File: src/rtl/npu_pkg.sv
// Shared NPU definitions: default image geometry and the window-controller state encoding.
package npu_pkg;

   localparam int unsigned DEF_BIT_DEPTH = 8;
   localparam int unsigned DEF_COLS      = 28;
   localparam int unsigned DEF_ROWS      = 28;

   typedef enum logic [2:0] {
      ST_IDLE,
      ST_READ,
      ST_WRITE,
      ST_WIN,
      ST_SHIFT,
      ST_NEXT_ROW,
      ST_DONE
   } ctrl_state_t;

endpackage

File: src/rtl/lb_addr_gen.sv
// Row-base / column-counter address generator for the three window rows.
// Addresses are registered and track the values for the next READ; no multiplier.
module lb_addr_gen #(
   parameter int unsigned COLS   = 28,
   parameter int unsigned ADDR_W = 10
) (
   input  logic                       clk,
   input  logic                       rst_n,
   input  logic                       clr,
   input  logic                       col_inc,
   input  logic                       row_inc,
   output logic [$clog2(COLS)-1:0]    col_cnt,
   output logic [ADDR_W-1:0]          addr_r1,
   output logic [ADDR_W-1:0]          addr_r2,
   output logic [ADDR_W-1:0]          addr_r3
);

   localparam int unsigned CW = $clog2(COLS);
   localparam logic [ADDR_W-1:0] COLS_A  = ADDR_W'(COLS);
   localparam logic [ADDR_W-1:0] COLS2_A = ADDR_W'(2 * COLS);

   logic [ADDR_W-1:0] row_base_q, row_base_d;
   logic [CW-1:0]     col_q, col_d;
   logic [ADDR_W-1:0] addr_r1_q, addr_r1_d;
   logic [ADDR_W-1:0] addr_r2_q, addr_r2_d;
   logic [ADDR_W-1:0] addr_r3_q, addr_r3_d;

   always_comb begin
      row_base_d = row_base_q;
      col_d      = col_q;
      addr_r1_d  = addr_r1_q;
      addr_r2_d  = addr_r2_q;
      addr_r3_d  = addr_r3_q;
      if (clr) begin
         row_base_d = '0;
         col_d      = '0;
      end else if (row_inc) begin
         row_base_d = row_base_q + COLS_A;
         col_d      = '0;
      end else if (col_inc) begin
         col_d      = col_q + CW'(1);
      end
      // Addresses are refreshed on every counter update so they are ready in the following READ.
      if (clr || row_inc || col_inc) begin
         addr_r1_d = row_base_d + ADDR_W'(col_d);
         addr_r2_d = addr_r1_d + COLS_A;
         addr_r3_d = addr_r1_d + COLS2_A;
      end
   end

   always_ff @(posedge clk or negedge rst_n) begin
      if (!rst_n) begin
         row_base_q <= '0;
         col_q      <= '0;
         addr_r1_q  <= '0;
         addr_r2_q  <= '0;
         addr_r3_q  <= '0;
      end else begin
         row_base_q <= row_base_d;
         col_q      <= col_d;
         addr_r1_q  <= addr_r1_d;
         addr_r2_q  <= addr_r2_d;
         addr_r3_q  <= addr_r3_d;
      end
   end

   assign col_cnt = col_q;
   assign addr_r1 = addr_r1_q;
   assign addr_r2 = addr_r2_q;
   assign addr_r3 = addr_r3_q;

endmodule

File: src/rtl/conv_window_ctrl.sv
// 3x3 convolution window sequencer: reads pixel columns, fills and shifts the line buffer,
// and presents each complete window to a ready/valid consumer.
module conv_window_ctrl
   import npu_pkg::*;
#(
   parameter int unsigned BIT_DEPTH = DEF_BIT_DEPTH,
   parameter int unsigned COLS      = DEF_COLS,
   parameter int unsigned ROWS      = DEF_ROWS,
   parameter int unsigned ADDR_W    = $clog2(ROWS * COLS)
) (
   input  logic                       clk,
   input  logic                       rst_n,
   input  logic                       start,
   output logic                       busy,
   output logic                       done,
   output logic                       mem_rd_en,
   output logic [ADDR_W-1:0]          mem_addr_r1,
   output logic [ADDR_W-1:0]          mem_addr_r2,
   output logic [ADDR_W-1:0]          mem_addr_r3,
   output logic                       lb_wr_en,
   output logic                       lb_shift,
   output logic                       win_valid,
   input  logic                       win_ready,
   output logic [$clog2(ROWS)-1:0]    win_row,
   output logic [$clog2(COLS)-1:0]    win_col
);

   localparam int unsigned RW = $clog2(ROWS);
   localparam int unsigned CW = $clog2(COLS);

   if (BIT_DEPTH == 0 || COLS < 3 || ROWS < 3) begin : g_bad_params
      $error("conv_window_ctrl: BIT_DEPTH must be > 0 and COLS/ROWS must be >= 3");
   end

   ctrl_state_t   state_q, state_d;
   logic [RW-1:0] row_cnt_q, row_cnt_d;
   logic [RW-1:0] win_row_q, win_row_d;
   logic [CW-1:0] win_col_q, win_col_d;
   logic [CW-1:0] col_cnt;
   logic          addr_clr, col_inc, row_inc;

   lb_addr_gen #(
      .COLS   (COLS),
      .ADDR_W (ADDR_W)
   ) u_addr_gen (
      .clk     (clk),
      .rst_n   (rst_n),
      .clr     (addr_clr),
      .col_inc (col_inc),
      .row_inc (row_inc),
      .col_cnt (col_cnt),
      .addr_r1 (mem_addr_r1),
      .addr_r2 (mem_addr_r2),
      .addr_r3 (mem_addr_r3)
   );

   always_comb begin
      state_d   = state_q;
      row_cnt_d = row_cnt_q;
      win_row_d = win_row_q;
      win_col_d = win_col_q;
      addr_clr  = 1'b0;
      col_inc   = 1'b0;
      row_inc   = 1'b0;
      unique case (state_q)
         ST_IDLE: begin
            if (start) begin
               state_d   = ST_READ;
               row_cnt_d = '0;
               addr_clr  = 1'b1;
            end
         end
         ST_READ:  state_d = ST_WRITE;
         ST_WRITE: begin
            // Window coordinates are captured on entry so they stay stable outside WIN.
            if (col_cnt >= CW'(2)) begin
               state_d   = ST_WIN;
               win_row_d = row_cnt_q;
               win_col_d = col_cnt;
            end else begin
               state_d = ST_SHIFT;
            end
         end
         ST_WIN: begin
            if (win_ready) state_d = ST_SHIFT;
         end
         ST_SHIFT: begin
            if (col_cnt < CW'(COLS - 1)) begin
               col_inc = 1'b1;
               state_d = ST_READ;
            end else if (row_cnt_q < RW'(ROWS - 3)) begin
               state_d = ST_NEXT_ROW;
            end else begin
               state_d = ST_DONE;
            end
         end
         ST_NEXT_ROW: begin
            row_inc   = 1'b1;
            row_cnt_d = row_cnt_q + RW'(1);
            state_d   = ST_READ;
         end
         ST_DONE: state_d = ST_IDLE;
         default: state_d = ST_IDLE;
      endcase
   end

   always_ff @(posedge clk or negedge rst_n) begin
      if (!rst_n) begin
         state_q   <= ST_IDLE;
         row_cnt_q <= '0;
         win_row_q <= '0;
         win_col_q <= '0;
      end else begin
         state_q   <= state_d;
         row_cnt_q <= row_cnt_d;
         win_row_q <= win_row_d;
         win_col_q <= win_col_d;
      end
   end

   assign busy      = (state_q != ST_IDLE) && (state_q != ST_DONE);
   assign done      = (state_q == ST_DONE);
   assign mem_rd_en = (state_q == ST_READ);
   assign lb_wr_en  = (state_q == ST_WRITE);
   assign lb_shift  = (state_q == ST_SHIFT);
   assign win_valid = (state_q == ST_WIN);
   assign win_row   = win_row_q;
   assign win_col   = win_col_q;

endmodule

File: config.mk
export PLATFORM = sky130hd
export DESIGN_NAME = conv_window_ctrl
export DESIGN_NICKNAME = d
export VERILOG_FILES = /design/src/rtl/npu_pkg.sv /design/src/rtl/lb_addr_gen.sv /design/src/rtl/conv_window_ctrl.sv
export SDC_FILE = /design/constraint.sdc
export NUM_CORES = 1
export LEC_CHECK = 0
export ABC_CLOCK_PERIOD_IN_PS = 3850
export CAP_MARGIN = 40
export CELL_PAD_IN_SITES_DETAIL_PLACEMENT = 1
export CELL_PAD_IN_SITES_GLOBAL_PLACEMENT = 1
export CORE_MARGIN = 8
export CORE_UTILIZATION = 38
export DETAILED_ROUTE_END_ITERATION = 7
export PLACE_DENSITY_LB_ADDON = 0.1
export SYNTH_ARGS = -nofsm -noshare
export SYNTH_HDL_FRONTEND = slang
export SYNTH_SLANG_ARGS = --single-unit
File: constraint.sdc
create_clock -name clk -period 3.85 [get_ports clk]
set_input_delay 0.77 -clock clk [delete_from_list [all_inputs] [get_ports clk]]
set_output_delay 0.77 -clock clk [all_outputs]
set_load 0.01 [all_outputs]
==> results.py, run 1 <==
metrics = {
    "detailed_routing": {
        "vias": 2821,
        "wire_per_inst_um": 16.1,
        "wirelength_um": 8830,
        "drc": 0,
        "dr.pass1.iters": 4,
        "ant_nets": 0,
        "drtIter0Drc": 87,
        "via_per_inst": 5.15,
    },
    "worst_setup_path": {
        "cp.depth": 18,
        "arrival_ns": 3.86,
        "worstPathMaxFanout": 3,
        "crit_path_frequent_cell": "a21o_1",
        "crit_buf_inv": 5,
        "r2r_start": "state_q[1]",
        "cp_top_family": "compound AO/OA/AOI/OAI gates",
        "critPathSlowestCell": "or4b_4",
        "crit_start": "start",
        "worst-setup-path-type": "input pin to flop",
        "ff2ff_setup_slack_ns": 0.21,
        "startpoint_type": "input pin",
        "crit_path_cell_trace": "clkbuf_2 > or4b_4 > buf_6 > and2_4 > buf_4 > ha_1 > a21o_1 > a21oi_2 > xnor2_2 > inv_2 > ha_2 > inv_1 > o21a_1 > a21o_1 > mux2i_4 > nand4_1 > a21oi_1 > o21ai_2",
        "critPathCapture": "u_addr_gen.addr_r2[9]",
        "max_stage_delay_ns": 0.50,
        "worstSetupEndpointType": "flop",
        "r2r_end": "u_addr_gen.addr_r2[9]",
        "cp.required_ns": 4.06,
        "r2r.worst_path.cells": 17,
    },
    "hold_path": {
        "min_from": "u_addr_gen.addr_r2[2]",
        "hold_path_class": "flop to flop",
    },
    "global_route": {
        "grt_max_degree": 31,
        "track_usage_pct": 15.7,
        "grt_pass1_vias": 2923,
        "grt_antenna_before_repair": 0,
        "gr-total-overflow": 0,
        "grt_pass1_wl_um": 14700,
    },
    "logic_synthesis": {
        "synth_cells": 331,
        "synth_edf_count": 0,
        "muxShareOfSynthArea_pct": 3.97,
        "ys_types": 65,
        "synth_top_cell_by_area": "dfrtp_1",
        "synthSimpleGateAreaFrac_pct": 19.0,
        "synth_xor_area_share_pct": 5.36,
        "synth_compound_area_share_pct": 16.7,
        "synth_top_area_share_pct": 44.8,
        "ys_warn_count": 0,
        "synthAdderAreaFrac_pct": 5.25,
        "syn-cell-area_mm2": 0.00324,
        "synth_seq_cells": 58,
        "syn_nets": 348,
        "synth.avg_cell_area_um2": 9.80,
        "synth.yosys.seq_area_share_pct": 44.8,
        "ys.flop_type": "dfrtp_1",
        "synth_top_family_by_area": "simple AND/OR/NAND/NOR gates",
        "synth_area_leaders": "dfrtp_1 (45%), nand2_1 (6.4%), ha_1 (4.6%)",
        "async_flop_share_pct": 100,
    },
    "clocking": {
        "insertion_delay_ns": 0.34,
        "root_buffer": "clkbuf_8",
        "cts_sinks": 58,
        "htreeDepth": 3,
        "cts_tree": "yes",
        "path_clk_slew_ns": 0.06,
        "cts_made_buffers": 9,
        "cts_buffer_depth": 2,
    },
    "layout": {
        "final_util_pct": 54.4,
        "layout_common_cells": "buf_4 (62), dfrtp_1 (58), nand2_1 (54), clkdlybuf4s50_1 (47), nor2_1 (28)",
        "instances_no_fill": 548,
        "nFillCells": 971,
        "final_layout_size_suffix_gt1_share_pct": 27.8,
        "syn2layout_area_growth_pct": 38.4,
        "final_common_cell": "buf_4",
        "diodes": 0,
        "fin_nets": 456,
    },
    "sta": {
        "setup_viol": 0,
        "clock_skew_ns": 0.0100,
        "period_minus_slack_ns": 3.65,
        "slew_headroom_pct": 53.0,
        "finalHoldViolCount": 0,
        "drv_slew": 0,
        "tightest_slew_ns": 0.706,
        "whs_ns": 0.473,
        "fmax_mhz": 274,
        "fin_crit_sh_pct": 94.7,
    },
    "power": {
        "leakage_nw": 2.08,
        "ir_worst_vdd_uv": 243,
        "powerDensity_mw_per_mm2": 713,
    },
    "floorplan": {
        "num_io_pins": 50,
        "fp.dieW_um": 108,
        "rows": 33,
        "dieArea_mm2": 0.0117,
        "core-area_mm2": 0.00826,
        "die_h_um": 108,
        "initial_core_util_pct": 39.3,
    },
    "placed_design": {
        "port_buffers": 49,
        "place_inst": 523,
        "place_congestion": 0.776,
        "dp.final_hpwl_um": 6510,
    },
    "outcome": {
        "status": "finished clean",
    },
    "job": {
        "max_cap_viol_count": 0,
    },
}
-- area by class of cell --
| cell class | instances | area, µm² | share of cell area, % |
|---|---|---|---|
| clock buffer | 12 | 155 | 3.46 |
| clock inverter | 3 | 15.0 | 0.334 |
| timing repair buffer | 112 | 957 | 21.3 |
| tap | 105 | 131 | 2.93 |
| multi-input combinational | 242 | 1720 | 38.2 |
| sequential | 58 | 1450 | 32.3 |
| inverter | 16 | 62.6 | 1.39 |
-- flip-flops by register name (all words and copies together) (netlist names) --
name                   flops
u_addr_gen.row_base_q     10
state_q                    3
win_col                    5
u_addr_gen.addr_r3        10
u_addr_gen.col_cnt         5
u_addr_gen.addr_r2         8
win_row                    5
u_addr_gen.addr_r1         7
row_cnt_q                  5
-- layer usage --
metal  wire length, µm  GRT usage [%]  vias to the layer above
met1              4240           20.5                     1407
met4                80           5.18                        0
met2              4230           25.2                       35
met3               284           3.51                       11
met5                 0              0                        -
li1                  -              -                     1368
-- worst min-delay path by stage --
stage | endpoint | slack (ns) | depth (start not counted)
after floorplan | u_addr_gen.row_base_q[0] | 0.45 | 1
after global placement | u_addr_gen.addr_r2[2] | 0.46 | 2
after detailed placement | u_addr_gen.addr_r2[2] | 0.46 | 2
after CTS | win_col[3] | 0.48 | 1
after global routing | u_addr_gen.addr_r1[3] | 0.50 | 2
final | u_addr_gen.addr_r2[2] | 0.47 | 2
-- where the power goes --
group / switching, mW / total (mW) / internal [mW]
clock: 0.246 / 0.509 / 0.262
sequential: 0.116 / 0.894 / 0.778
combinational: 0.889 / 1.80 / 0.909
-- stage by stage --
stage / setup slack [ns] / area (µm²) / setup TNS [ns] / power [mW]
after floorplan: 0.0190 / 3260 / 0 / 1.78
after global placement: -0.550 / 4170 / -4.24 / 2.54
after detailed placement: -0.742 / 4170 / -5.32 / 2.58
after CTS: 0.0559 / 4420 / 0 / 3.17
after global routing: -0.0534 / 4490 / -0.0534 / 3.43
final: 0.202 / 4490 / 0 / 3.20
-- cell usage after synthesis, drive strengths merged, types with 4 or more instances --
cell / count
mux2: 7
nand3: 4
nor2: 29
a31oi: 4
clkbuf: 4
xnor2: 14
nand4: 6
dfrtp: 58
nor3: 12
inv: 16
a21oi: 18
nand2: 55
o21ai: 20
buf: 11
ha: 12
xor2: 5
o21a: 7
-- worst min-delay path: cells and delay by family (launching register included) --
family / cells / cell delay, ns
and+or+nand+nor: 2 / 0.10
DFF: 1 / 0.34
-- kinds of logic after synthesis --
group | count (synthesis)
AOI/OAI and AO/OA | 76
and+or+nand+nor | 124
adders and majority gates | 13
DFF | 58
muxes | 10
buffers and inverters | 31
xor gates and xnor gates | 19
-- repair_timing --
action | 4_1_cts | 5_1_grt
endpoints found under the hold margin | 0 | 0
pin swaps | 11 | 14
endpoints found under the setup margin | 8 | 3
setup buffers | 4 | 6
gates resized for setup | 13 | 9
hold buffers | 0 | 0
(Power assumes the default switching activity.)
==> run 2, diff against run 1 <==
--- a/config.mk
+++ b/config.mk
@@ -5,12 +5,12 @@
 export SDC_FILE = /design/constraint.sdc
 export NUM_CORES = 1
 export LEC_CHECK = 0
-export ABC_CLOCK_PERIOD_IN_PS = 3850
+export ABC_CLOCK_PERIOD_IN_PS = 4000
 export CAP_MARGIN = 40
 export CELL_PAD_IN_SITES_DETAIL_PLACEMENT = 1
 export CELL_PAD_IN_SITES_GLOBAL_PLACEMENT = 1
 export CORE_MARGIN = 8
-export CORE_UTILIZATION = 38
+export CORE_UTILIZATION = 42
 export DETAILED_ROUTE_END_ITERATION = 7
 export PLACE_DENSITY_LB_ADDON = 0.1
 export SYNTH_ARGS = -nofsm -noshare
==> constraint.sdc (replaced) <==
create_clock -name clk -period 4 [get_ports clk]
set_input_delay 0.8 -clock clk [delete_from_list [all_inputs] [get_ports clk]]
set_output_delay 0.8 -clock clk [all_outputs]
set_load 0.01 [all_outputs]
==> run 2 against run 1 <==
Effect of this change: die area down 8.1%; combinational power down 8%; sequential power down 2.9%; via count down 0.99%; critical path depth down 1; core utilization up 3.5 points; first-iteration DRC count down 9.2%; critical path type unchanged; critical endpoint unchanged.
==> results.py, run 2 (synthesis gave the netlist of run 1 again) <==
metrics = {
    "floorplan": {
        "die_h_um": 104,
        "rows": 32,
        "initial_core_util_pct": 42.6,
        "core-area_mm2": 0.00761,
        "num_io_pins": 50,
        "dieArea_mm2": 0.0108,
        "fp.dieW_um": 104,
    },
    "layout": {
        "fin_nets": 445,
        "instances_no_fill": 535,
        "final_layout_size_suffix_gt1_share_pct": 25.6,
        "final_common_cell": "dfrtp_1",
        "syn2layout_area_growth_pct": 35.8,
        "layout_common_cells": "dfrtp_1 (58), nand2_1 (54), buf_4 (50), clkdlybuf4s50_1 (47), nor2_1 (27)",
        "nFillCells": 870,
        "multi_input_area_mm2": 0.00169,
        "diodes": 0,
        "fin_area_mm2": 0.00440,
        "regArea_mm2": 0.00145,
    },
    "worst_setup_path": {
        "r2r_end": "u_addr_gen.addr_r2[9]",
        "cp.required_ns": 4.26,
        "r2r_start": "state_q[1]",
        "worst-setup-path-type": "input pin to flop",
        "ff2ff_setup_slack_ns": 0.40,
        "startpoint_type": "input pin",
        "arrival_ns": 3.93,
        "worstPathMaxFanout": 3,
        "crit_start": "start",
        "r2r.worst_path.cells": 16,
        "worstSetupEndpointType": "flop",
        "critPathCapture": "u_addr_gen.addr_r2[9]",
    },
    "outcome": {
        "status": "finished clean",
    },
    "clocking": {
        "insertion_delay_ns": 0.33,
        "root_buffer": "clkbuf_8",
        "cts_tree": "yes",
        "htreeDepth": 3,
        "path_clk_slew_ns": 0.07,
        "cts_sinks": 58,
        "cts_buffer_depth": 2,
        "cts_hold_buf": 0,
        "cts_made_buffers": 9,
    },
    "job": {
        "max_cap_viol_count": 0,
    },
    "power": {
        "switching_share_pct": 39.4,
        "p_sw_mw": 1.19,
        "power.internal_mw": 1.83,
        "seqPwrFrac_pct": 28.7,
        "pwr-share-clk_pct": 16.7,
        "ir_worst_vdd_uv": 336,
        "comb_power_share_pct": 54.6,
        "leakage_nw": 2.03,
        "powerDensity_mw_per_mm2": 686,
    },
    "global_route": {
        "grt_max_degree": 31,
        "grt_pass1_wl_um": 15400,
        "track_usage_pct": 17.3,
        "gr-total-overflow": 0,
        "grt_antenna_before_repair": 0,
        "grt_pass1_vias": 3037,
    },
    "detailed_routing": {
        "routedLengthMet1_um": 4050,
        "ant_nets": 0,
        "wl_met3_um": 273,
        "via_per_inst": 5.22,
        "drc": 0,
        "drtIter0Drc": 79,
        "vias": 2793,
        "wirelength_um": 9000,
        "dr.pass1.iters": 4,
        "routed-wl-met2_um": 4530,
        "wire_per_inst_um": 16.8,
        "top_layer_used": "met4",
    },
    "placed_design": {
        "place_congestion": 0.828,
        "place_inst": 515,
        "dp.final_hpwl_um": 6450,
        "port_buffers": 49,
        "dp_slack_ns": -0.564,
        "place_area_mm2": 0.00412,
    },
    "sta": {
        "clock_skew_ns": 0.00769,
        "finalHoldViolCount": 0,
        "drv_slew": 0,
        "period_minus_slack_ns": 3.67,
        "whs_ns": 0.477,
        "fmax_mhz": 273,
        "rsz0062_at_grt": "false",
        "tightest_slew_ns": 0.678,
        "fin_crit_sh_pct": 91.6,
        "slew_headroom_pct": 54.8,
        "setup_viol": 0,
        "fin_ws_ns": 0.335,
    },
    "hold_path": {
        "hold_path_class": "flop to flop",
    },
}
[run 2: cell types whose count changed in the layout (fill, tap and decap cells not counted), sizes merged]
cell / change
buf: -11
clkbuf: +1
dlymetal6s2s: +1
clkinv: -1
[run 2: power by group through the flow]
stage               logic, mW  clock network (mW)  registers, mW
detailed placement       1.57                   0          0.879
global route             1.80               0.544          0.892
floorplan               0.788                   0          0.914
CTS                      1.63               0.519          0.870
global placement         1.52                   0          0.870
finish                   1.65               0.504          0.868
[run 2: worst min-delay path by stage]
stage	cells after the start	to	slack, ns	from
after global placement	2	win_col[3]	0.46	win_col[3]
final	2	win_col[3]	0.48	win_col[3]
after global routing	2	win_col[4]	0.51	win_col[4]
after floorplan	1	u_addr_gen.row_base_q[0]	0.45	u_addr_gen.row_base_q[0]
after CTS	2	u_addr_gen.addr_r1[5]	0.48	u_addr_gen.addr_r1[5]
after detailed placement	2	u_addr_gen.addr_r1[5]	0.47	u_addr_gen.addr_r1[5]
[run 2: repair_timing]
action / 4_1_cts / 5_1_grt
pin swaps: 3 / 12
buffers inserted: 1 / 3
gates resized for setup: 12 / 10
setup endpoints to repair: 4 / 8
[run 2: per-layer routing]
layer  vias to the layer above  track usage, %
li1                       1349               -
met1                      1393            21.4
met2                        39            29.2
met3                        12            2.79
met4                         0            6.93
met5                         -               0
[run 2: stage by stage]
step	power, mW	utilization [%]	setup TNS (ns)
2_1_floorplan	1.70	-	0
3_3_place_gp	2.39	54.2	-2.46
3_5_place_dp	2.45	54.2	-3.13
4_1_cts	3.02	57.1	0
5_1_grt	3.24	57.9	0
6_report	3.02	57.9	0
[run 2: critical path, cell delays in order]
cell and delay, ns:
dlymetal6s2s_1 0.11, or4b_4 0.51, and2_4 0.17, ha_2 0.19, fa_2 0.34, a21o_1 0.17, a21oi_2 0.19, xnor2_2 0.11
inv_2 0.08, ha_2 0.16, inv_1 0.04, o21a_1 0.18, a21o_1 0.18, mux2i_4 0.19, nand4_1 0.15, and3b_1 0.22
o21ai_1 0.12
[run 2: layout make-up]
class,instances,share of cell area [%]
Clock inverter,2,0.227
Inverter,16,1.42
Multi-Input combinational cell,242,38.4
Sequential cell,58,33.0
Timing Repair Buffer,101,20.1
Clock buffer,14,3.92
Tap cell,102,2.90
